**src/rtl/output_router_pkg.sv**
```systemverilog
// Shared definitions for the output router: FSM state encoding and state-class helpers.
package output_router_pkg;

    localparam int STATE_W = 3;

    typedef enum logic [STATE_W-1:0] {
        ST_RESET  = 3'd0,
        ST_INIT   = 3'd1,
        ST_IDLE   = 3'd2,
        ST_ACTIVE = 3'd3,
        ST_ERROR  = 3'd4
    } state_t;

    // States in which words may be moved from the main FIFO into the output FIFOs.
    function automatic logic routing_state(input state_t s);
        return (s == ST_IDLE) || (s == ST_ACTIVE);
    endfunction

    // Consumers may still drain queued data while thresholds are being reprogrammed.
    function automatic logic reading_state(input state_t s);
        return routing_state(s) || (s == ST_INIT);
    endfunction

endpackage

```
**src/rtl/output_router_fifo.sv**
```systemverilog
// Synchronous FIFO with occupancy count and a registered read port; callers gate
// wr_en/rd_en against full/empty.
module output_router_fifo #(
    parameter int DATA_SIZE = 6,
    parameter int ADDR_W    = 2
) (
    input  logic                 clk,
    input  logic                 reset,
    input  logic                 wr_en,
    input  logic [DATA_SIZE-1:0] wr_data,
    input  logic                 rd_en,
    output logic [DATA_SIZE-1:0] rd_data,
    output logic                 rd_valid,
    output logic [ADDR_W:0]      count,
    output logic                 full,
    output logic                 empty
);

    localparam int DEPTH = 1 << ADDR_W;
    localparam int CNT_W = ADDR_W + 1;

    logic [DATA_SIZE-1:0] mem_reg [DEPTH];
    logic [ADDR_W-1:0]    wr_ptr_reg;
    logic [ADDR_W-1:0]    rd_ptr_reg;
    logic [CNT_W-1:0]     count_reg;
    logic [CNT_W-1:0]     count_next;
    logic [DATA_SIZE-1:0] rd_data_reg;
    logic                 rd_valid_reg;

    // Storage array kept free of reset so it maps onto RAM.
    always_ff @(posedge clk) begin
        if (wr_en) begin
            mem_reg[wr_ptr_reg] <= wr_data;
        end
    end

    always_comb begin
        count_next = count_reg + CNT_W'(wr_en) - CNT_W'(rd_en);
    end

    always_ff @(posedge clk) begin
        if (reset) begin
            wr_ptr_reg   <= '0;
            rd_ptr_reg   <= '0;
            count_reg    <= '0;
            rd_data_reg  <= '0;
            rd_valid_reg <= 1'b0;
        end else begin
            if (wr_en) begin
                wr_ptr_reg <= wr_ptr_reg + 1'b1;
            end
            if (rd_en) begin
                rd_ptr_reg  <= rd_ptr_reg + 1'b1;
                rd_data_reg <= mem_reg[rd_ptr_reg];
            end
            rd_valid_reg <= rd_en;
            count_reg    <= count_next;
        end
    end

    assign rd_data  = rd_data_reg;
    assign rd_valid = rd_valid_reg;
    assign count    = count_reg;
    assign full     = (count_reg == CNT_W'(DEPTH));
    assign empty    = (count_reg == '0);

endmodule

```
**src/rtl/output_router.sv**
```systemverilog
// Pops words from an FWFT main FIFO and steers each into one of two output FIFOs by its
// MSB, with threshold-based back-pressure and a RESET/INIT/IDLE/ACTIVE/ERROR sequencer.
module output_router
    import output_router_pkg::*;
#(
    parameter int DATA_SIZE = 6,
    parameter int OUT_DEPTH = 4,
    parameter int ADDR_W    = 2
) (
    input  logic                 clk,
    input  logic                 reset,
    input  logic                 init,
    input  logic [ADDR_W:0]      umbral_alto,
    input  logic [ADDR_W:0]      umbral_bajo,
    input  logic [DATA_SIZE-1:0] main_data,
    input  logic                 main_empty,
    output logic                 main_pop,
    input  logic                 pop0,
    input  logic                 pop1,
    output logic [DATA_SIZE-1:0] data_out0,
    output logic [DATA_SIZE-1:0] data_out1,
    output logic                 valid_out0,
    output logic                 valid_out1,
    output logic                 almost_full0,
    output logic                 almost_full1,
    output logic                 almost_empty0,
    output logic                 almost_empty1,
    output logic                 empty0,
    output logic                 empty1,
    output logic [STATE_W-1:0]   state,
    output logic                 error_out
);

    localparam int THR_W = ADDR_W + 1;

    state_t             state_reg;
    logic [THR_W-1:0]   alto_reg;
    logic [THR_W-1:0]   bajo_reg;
    logic               error_reg;

    logic [1:0]           pop_req;
    logic [1:0]           push;
    logic [1:0]           rd_en;
    logic [1:0]           full;
    logic [1:0]           empty;
    logic [1:0]           af;
    logic [1:0]           ae;
    logic [1:0]           valid;
    logic [DATA_SIZE-1:0] rdata [2];
    logic [THR_W-1:0]     count [2];

    logic d_class;
    logic route_ok;
    logic read_ok;
    logic pop_err;

    assign pop_req  = {pop1, pop0};
    assign d_class  = main_data[DATA_SIZE-1];
    assign route_ok = routing_state(state_reg);
    assign read_ok  = reading_state(state_reg);

    // A threshold above the FIFO depth can never trip almost_full, so full alone gates then.
    assign main_pop = ~main_empty & route_ok & ~af[d_class] & ~full[d_class];

    // Popping an empty FIFO is fatal even if a push lands in the same cycle.
    assign pop_err  = read_ok & (|(pop_req & empty));

    generate
        for (genvar gi = 0; gi < 2; gi++) begin : g_out
            localparam logic SEL = (gi == 1);

            assign push[gi]  = main_pop & (d_class == SEL);
            assign rd_en[gi] = read_ok & pop_req[gi] & ~empty[gi];

            output_router_fifo #(
                .DATA_SIZE (DATA_SIZE),
                .ADDR_W    (ADDR_W)
            ) u_fifo (
                .clk      (clk),
                .reset    (reset),
                .wr_en    (push[gi]),
                .wr_data  (main_data),
                .rd_en    (rd_en[gi]),
                .rd_data  (rdata[gi]),
                .rd_valid (valid[gi]),
                .count    (count[gi]),
                .full     (full[gi]),
                .empty    (empty[gi])
            );

            assign af[gi] = (count[gi] >= alto_reg);
            assign ae[gi] = (count[gi] <= bajo_reg);
        end
    endgenerate

    always_ff @(posedge clk) begin
        if (reset) begin
            state_reg <= ST_RESET;
            alto_reg  <= THR_W'(OUT_DEPTH);
            bajo_reg  <= '0;
            error_reg <= 1'b0;
        end else begin
            case (state_reg)
                ST_RESET: begin
                    if (init) begin
                        alto_reg <= umbral_alto;
                        bajo_reg <= umbral_bajo;
                    end
                    state_reg <= ST_INIT;
                end
                ST_INIT: begin
                    if (pop_err) begin
                        state_reg <= ST_ERROR;
                        error_reg <= 1'b1;
                    end else if (init) begin
                        alto_reg <= umbral_alto;
                        bajo_reg <= umbral_bajo;
                    end else if (bajo_reg >= alto_reg) begin
                        state_reg <= ST_ERROR;
                        error_reg <= 1'b1;
                    end else begin
                        state_reg <= ST_IDLE;
                    end
                end
                ST_IDLE, ST_ACTIVE: begin
                    if (pop_err) begin
                        state_reg <= ST_ERROR;
                        error_reg <= 1'b1;
                    end else if (init) begin
                        alto_reg  <= umbral_alto;
                        bajo_reg  <= umbral_bajo;
                        state_reg <= ST_INIT;
                    end else if (main_empty & (&empty)) begin
                        state_reg <= ST_IDLE;
                    end else begin
                        state_reg <= ST_ACTIVE;
                    end
                end
                default: begin
                    state_reg <= ST_ERROR;
                    error_reg <= 1'b1;
                end
            endcase
        end
    end

    assign state         = state_reg;
    assign error_out     = error_reg;
    assign data_out0     = rdata[0];
    assign data_out1     = rdata[1];
    assign valid_out0    = valid[0];
    assign valid_out1    = valid[1];
    assign almost_full0  = af[0];
    assign almost_full1  = af[1];
    assign almost_empty0 = ae[0];
    assign almost_empty1 = ae[1];
    assign empty0        = empty[0];
    assign empty1        = empty[1];

endmodule

```
**config.mk**
```make
export PLATFORM = sky130hd
export DESIGN_NAME = output_router
export DESIGN_NICKNAME = d
export VERILOG_FILES = /design/src/rtl/output_router_pkg.sv /design/src/rtl/output_router_fifo.sv /design/src/rtl/output_router.sv
export SDC_FILE = /design/constraint.sdc
export NUM_CORES = 1
export LEC_CHECK = 0
export ABC_AREA = 1
export CAP_MARGIN = 15
export CORE_UTILIZATION = 35
export CTS_CLUSTER_SIZE = 20
export DETAILED_ROUTE_END_ITERATION = 12
export GPL_ROUTABILITY_DRIVEN = 0
export PLACE_DENSITY_LB_ADDON = 0.15
export SLEW_MARGIN = 0
export SYNTH_ARGS = -nofsm -noshare
export SYNTH_HDL_FRONTEND = slang
export SYNTH_SLANG_ARGS = --single-unit
```
**constraint.sdc**
```tcl
create_clock -name clk -period 2.9 [get_ports clk]
set_input_delay 0.58 -clock clk [delete_from_list [all_inputs] [get_ports clk]]
set_output_delay 0.58 -clock clk [all_outputs]
set_load 0.05 [all_outputs]
```
==> Word-level counts from Yosys, hierarchy flattened <==
Memory sizes are Yosys's and may differ from the RTL's. A register that Yosys moved wholly into a read port is not among the register bits.
Index checks and enable logic that the tools add are counted.
{ "word_totals": {"register_bits": 26, "mem_bits_rw": 48, "in_bits": 18, "word_cells": 94, "n_memories": 2} }
{ "op_classes": {"add_sub_neg": 8, "order_cmp": 6, "n_eq_ne": 9, "n_mux": 26, "bitwise_logic": 19, "reduce_logical": 12} }
{ "mem_list": {"columns": ["memory", "words", "width", "rd", "rd_ports_with_merged_regs", "wr", "line", "rtl"], "rows": [
  ["g_out[0].u_fifo.mem_reg", 4, 6, 1, 1, 1, "output_router_fifo.sv:22", "logic [DATA_SIZE-1:0] mem_reg [DEPTH];"],
  ["g_out[1].u_fifo.mem_reg", 4, 6, 1, 1, 1, "output_router_fifo.sv:22", null]
]} }
{ "op_table": {"columns": ["cell", "n"], "rows": [
  ["$mux W3", 8],
  ["$mux W1", 13],
  ["$pmux W3 S2", 2],
  ["$and A1 B1 Y1", 11],
  ["$ge A3 B3 Y1", 3],
  ["$logic_not A3 Y1", 3],
  ["$pmux W3 S3", 1],
  ["$add A2 B1 Y2 const B", 4],
  ["$not A1 Y1", 7],
  ["$add A3 B1 Y3", 2],
  ["$eq A3 B2 Y1 const B", 2],
  ["$eq A3 B3 Y1 const B", 2],
  ["$le A3 B3 Y1", 2],
  ["$sub A3 B1 Y3", 2],
  ["$ne A2 B2 Y1 const B", 2],
  ["$reduce_and A2 Y1", 2],
  ["$reduce_and A4 Y1", 1],
  ["$reduce_or A2 Y1", 2],
  ["$eq A3 B1 Y1 const B", 1],
  ["$ne A3 B2 Y1 const B", 1],
  ["$ne A3 B3 Y1 const B", 1],
  ["$pmux W1 S3", 1],
  ["$reduce_or A3 Y1", 1],
  ["$and A2 B2 Y2", 1],
  ["4 further kinds", 5]
]} }

==> Longest topological paths before layout <==
{ "depth": {"depth_word": 9, "mapped_depth": 15, "mapped_depth_nobuf": 15} }

==> By module <==
A second synthesis with hierarchy kept.
{ "unflattened": {"hier_cells": 403, "area_unflattened_um2": 3940.0} }
{ "by_module_without_submodules": {"columns": ["module", "instances", "cells_each", "area_per_inst_um2"], "rows": [
  ["output_router_fifo (g_out[0].u_fifo)", 1, 144, 1551.5],
  ["output_router_fifo (g_out[1].u_fifo)", 1, 140, 1540.2],
  ["output_router", 1, 119, 848.3]
]} }

==> Least setup slack after synthesis <==
No wires, ideal clock.
{ "synth_path": {"path_kind": "reg2reg", "startpoint": "register alto_reg[2]", "endpoint": "register g_out[0].u_fifo.count_reg[2]", "arrival_time_ps": 2931, "t_required_ps": 2778, "setup_slack_ps": -152, "path_stages_with_launch": 15, "n_path_buf": 0, "period_less_slack_ps": 3052, "cell_sequence": "dfxtp_1 > inv_1 > ha_1 > nand2_1 > o21ai_1 > nor2_1 > nand3_2 > ha_1 > inv_1 > ha_1 > inv_1 > fa_1 > xor2_1 > o21ai_0 > a21oi_1"} }
{ "synth_via": {"elab_chain_cells": 9, "elab_cells_between_ends": 10, "classes_between": "2 x add/sub; 2 x order compare; 2 x mux; 4 x bitwise"} }
{ "synth_rtl": {"columns": ["item", "line", "rtl"], "rows": [
  ["start, declared", "output_router.sv:37", "logic [THR_W-1:0] alto_reg;"],
  ["start signal, assigned", "output_router.sv:99", "alto_reg <= THR_W'(OUT_DEPTH);"],
  ["start signal, assigned", "output_router.sv:106", "alto_reg <= umbral_alto;"],
  ["start signal, assigned", "output_router.sv:116", "alto_reg <= umbral_alto;"],
  ["$ge A3 B3 Y1", "output_router.sv:91", "assign af[gi] = (count[gi] >= alto_reg);"],
  ["named net almost_full0", "output_router.sv:24", "output logic almost_full0,"],
  ["$mux W1 (not written as such) (2 in series)", "output_router.sv:63", "assign main_pop = ~main_empty & route_ok & ~af[d_class] & ~full[d_class];"],
  ["$not A1 Y1", "output_router.sv:63", null],
  ["$and A1 B1 Y1 (2 in series)", "output_router.sv:63", null],
  ["$and A1 B1 Y1", "output_router.sv:72", "assign push[gi] = main_pop & (d_class == SEL);"],
  ["$add A3 B1 Y3", "output_router_fifo.sv:38", "count_next = count_reg + CNT_W'(wr_en) - CNT_W'(rd_en);"],
  ["$sub A3 B1 Y3", "output_router_fifo.sv:38", null],
  ["end signal, assigned", "output_router_fifo.sv:57", "count_reg <= count_next;"],
  ["end, declared", "output_router_fifo.sv:25", "logic [CNT_W-1:0] count_reg;"]
]} }
The timed path passes the listed nets, and every way through them passes these cells. The select of a mux whose other input is x is not followed.
A chain may end at the register's enable or synchronous reset.

==> Final worst setup path <==
{ "layout_path": {"startpoint": "register alto_reg[2]", "endpoint": "output port almost_full0"} }
{ "layout_via": {"elab_chain_cells": 1} }
{ "layout_rtl": {"columns": ["item", "line"], "rows": [
  ["$ge A3 B3 Y1", "output_router.sv:91"],
  ["end, declared", "output_router.sv:24"]
]} }
Every way passes these cells.

==> metrics <==
outcome=complete, no violations; critical path type=register to primary output; Hold Crit Class=register to register; crit path cell chain=inv_1, ha_1, nand2_1, o21ai_2, clkdlybuf4s50_1; crit path buf inv count=2; first-pass GRT wire length=13.2 mm; Clock Power Share=between 20% and 30%; # resized after CTS=0; Final Cycle Share=a little over nine tenths; GR peak layer=met2; Antenna diodes=0; Total Routing Usage GR=15.2%; Core Box Area=10800 sq um; Rows=38; Area Overhead vs Synth=23.3%; M2 GR Usage=24.2%; post-synth top area share=36.9%; syn nets=455; Mean Syn Cell Area=9.58 sq um; Core Util, Final=44.5%; Required @ worst endpoint=2.32 ns; Setup Buffers After CTS=0; leakage=1.95 nW; DRC errors left=0; final hold viol count=0; detailed-route via count=2805; Synth area leader=edfxtp_1; Die Y=108 um; hold path cells=2; max_cap viols=0; FF+latch area=~2200 sq um; hold buffer count at cts=0; synth warn=0; Worst Path Arrival=approximately 2.1 ns; startpoint types=register; P per Cell Area=733 nW/um^2; HP Start=alto_reg[2]$_SDFFE_PP1P_; initial antenna violation count=0; Reg-to-Reg Start=g_out[1].u_fifo.count[0]$_SDFF_PP0_; flop2flop setup slack=between 0.2 and 0.3 ns; Worst setup startpoint=alto_reg[2]$_SDFFE_PP1P_; WHS Endpoint=alto_reg[2]$_SDFFE_PP1P_; Comb pwr share=32.6%; met3 Use GR=2.60%; routed wire length=8.03 mm; Sink Count=between 80 and 90; register area share after synthesis=56.3%; Routed Antenna Nets=0; number of buffers created by CTS=9; clock-pin slew on the worst setup and hold paths=0.08 ns; Async SR Flop Fraction=0%; Worst R2R Path Depth=12; Initial Utilization=36.1%; CP max stage cell=clkdlybuf4s50_1; RSZ-0062 raised after global routing=false; detailed-placement wirelength estimate=5.78 mm; P_sw=1.28 mW; largest net degree at the start of global routing=16; flops & latches, synth=86; post-layout net count=a little over 500; Initial DRT Pass Iterations=4; switching share of power=approximately 36%; die area=approximately 12000 sq um; crit-path max cell delay=approximately 0.84 ns; Clock Skews=between 0.01 and 0.015 ns; Synth area leaders=edfxtp_1 (37%), dfxtp_1 (19%), nor2_1 (8.8%), ha_1 (8.6%), o21ai_0 (5.4%); Int Pwr=2.25 mW; io pins=43; htree depth=3; met1 GRT Util=20.4%; Sequential Power Share=40.8%; Mapped Area=3910 sq um; max FFs per register=48; RR Endpoint=g_out[1].u_fifo.count[2]$_SDFF_PP0_; Iter 0 DRT Violations=86; Slew headroom=64.9%; CP Capture Type=primary output; root buffer cell=clkbuf_8; Filler Cell Count=between 1000 and 1500; multi-input combinational cell area=1460 sq um; Setup TNS=0 ns; CTS tree=built; Netlist cell types=25; slew of the pin with the lowest slew margin=0.525 ns; IO Port Bufs=42; Longest Clk Path Bufs=2; post-route minimum period=2.72 ns; grt ovf=0; Avg WL per Cell=13.1 um; Post-synth EDFFs=between 40 and 50; worst vdd ir=0.000284 V; Post-synth top flop=edfxtp_1; clock latency on the worst-skew pair=about 0.36 ns; layout cell share with drive strength beyond 1=between 9 and 10%; Pins Over Slew Limit=0; critical path peak fanout=3; Top delay family on crit path=buffers and inverters; Die Wd=108 um; Post-Synthesis Cells=408; final setup vio count=0; routed vias/inst=about 4.6; Highest Clock Rate=368 MHz; number of global-route vias before repair=around 2600
## how the worst max path moves through the flow
stage | to | slack [ns] | depth (start not counted)
floorplan | g_out[0].u_fifo.count[2]$_SDFF_PP0_ | 0.14 | 14
global placement | g_out[0].u_fifo.count[2]$_SDFF_PP0_ | 0.12 | 11
detailed placement | g_out[1].u_fifo.count[2]$_SDFF_PP0_ | 0.1 | 9
CTS | almost_empty0 | 0.07 | 6
global route | almost_full1 | 0.03 | 7
finish | almost_full0 | 0.18 | 5
## stage by stage
stage | hold slack, ns | setup slack [ns] | area, sq um | std cells | power, mW
2_1_floorplan | 0.429 | 0.138 | 3910 | 408 | 2.27
3_3_place_gp | 0.444 | 0.125 | 4590 | 597 | 2.62
6_report | 0.466 | 0.180 | 4820 | 613 | 3.54
4_1_cts | 0.470 | 0.0676 | 4810 | 613 | 3.58
5_1_grt | 0.499 | 0.0348 | 4820 | 613 | 3.75
3_5_place_dp | 0.448 | 0.0964 | 4590 | 597 | 2.63
## worst min-delay path: stages, from the launching register on
cell	delay (ns)
dfxtp_1	0.33
nand2_1	0.05
nand3_1	0.05
## placed cells by master (no fill, tap or decap), types with 2 or more instances in the layout
| cell type | count |
|---|---|
| nor2_1 | 91 |
| inv_1 | 49 |
| edfxtp_1 | 48 |
| o21ai_0 | 42 |
| clkdlybuf4s50_1 | 39 |
| dfxtp_1 | 38 |
| nand2_1 | 36 |
| ha_1 | 27 |
| buf_4 | 18 |
| nand3_1 | 16 |
| a31oi_1 | 12 |
| a21oi_1 | 10 |
| clkbuf_8 | 9 |
| nor3_1 | 5 |
| nand3_2 | 4 |
| nand4_1 | 4 |
| inv_2 | 2 |
| xor2_1 | 2 |
| o21ai_1 | 2 |
| fa_1 | 2 |
| inv_6 | 2 |
| bufinv_16 | 2 |
| dlymetal6s2s_1 | 2 |
## per-layer routing
layer,vias to the layer above,wire length (um)
li1,1474,-
met1,1287,4050
met2,34,3650
met3,10,197
met4,0,136
met5,-,0
## kinds of logic after synthesis
group	synth area share [%]
AOI/OAI and AO/OA	8.96
xor gates and xnor gates	0.448
adders and majority gates	9.66
buffers and inverters	6.50
DFF	56.3
and+or+nand+nor	18.1
## layout make-up
type / count / share of cell area, %
clock inverter: 6 / 1.95
inverter: 51 / 3.97
sequential: 86 / 45.7
timing repair buffer: 60 / 11.8
tap: 140 / 3.63
clock buffer: 10 / 2.65
multi-input combinational: 260 / 30.3
## power by group through the flow
stage	registers (mW)	clock network (mW)	logic, mW
final	1.44	0.940	1.15
after global routing	1.46	1.02	1.28
after CTS	1.44	0.969	1.17
after detailed placement	1.47	0	1.16
after global placement	1.47	0	1.15
after floorplan	1.58	0	0.691
## Yosys cell counts (2+ instances only)
cell and n:
nor2_1 92, inv_1 49, edfxtp_1 48, o21ai_0 42, dfxtp_1 38, nand2_1 36
ha_1 27, nand3_1 16, a31oi_1 12, a21oi_1 10, buf_2 5, nor3_1 5
clkbuf_1 4, nand3_2 4, nand4_1 4, o21ai_1 3, buf_6 2, fa_1 2
inv_2 2, xor2_1 2
No activity file was read; power rests on OpenSTA's default activity.
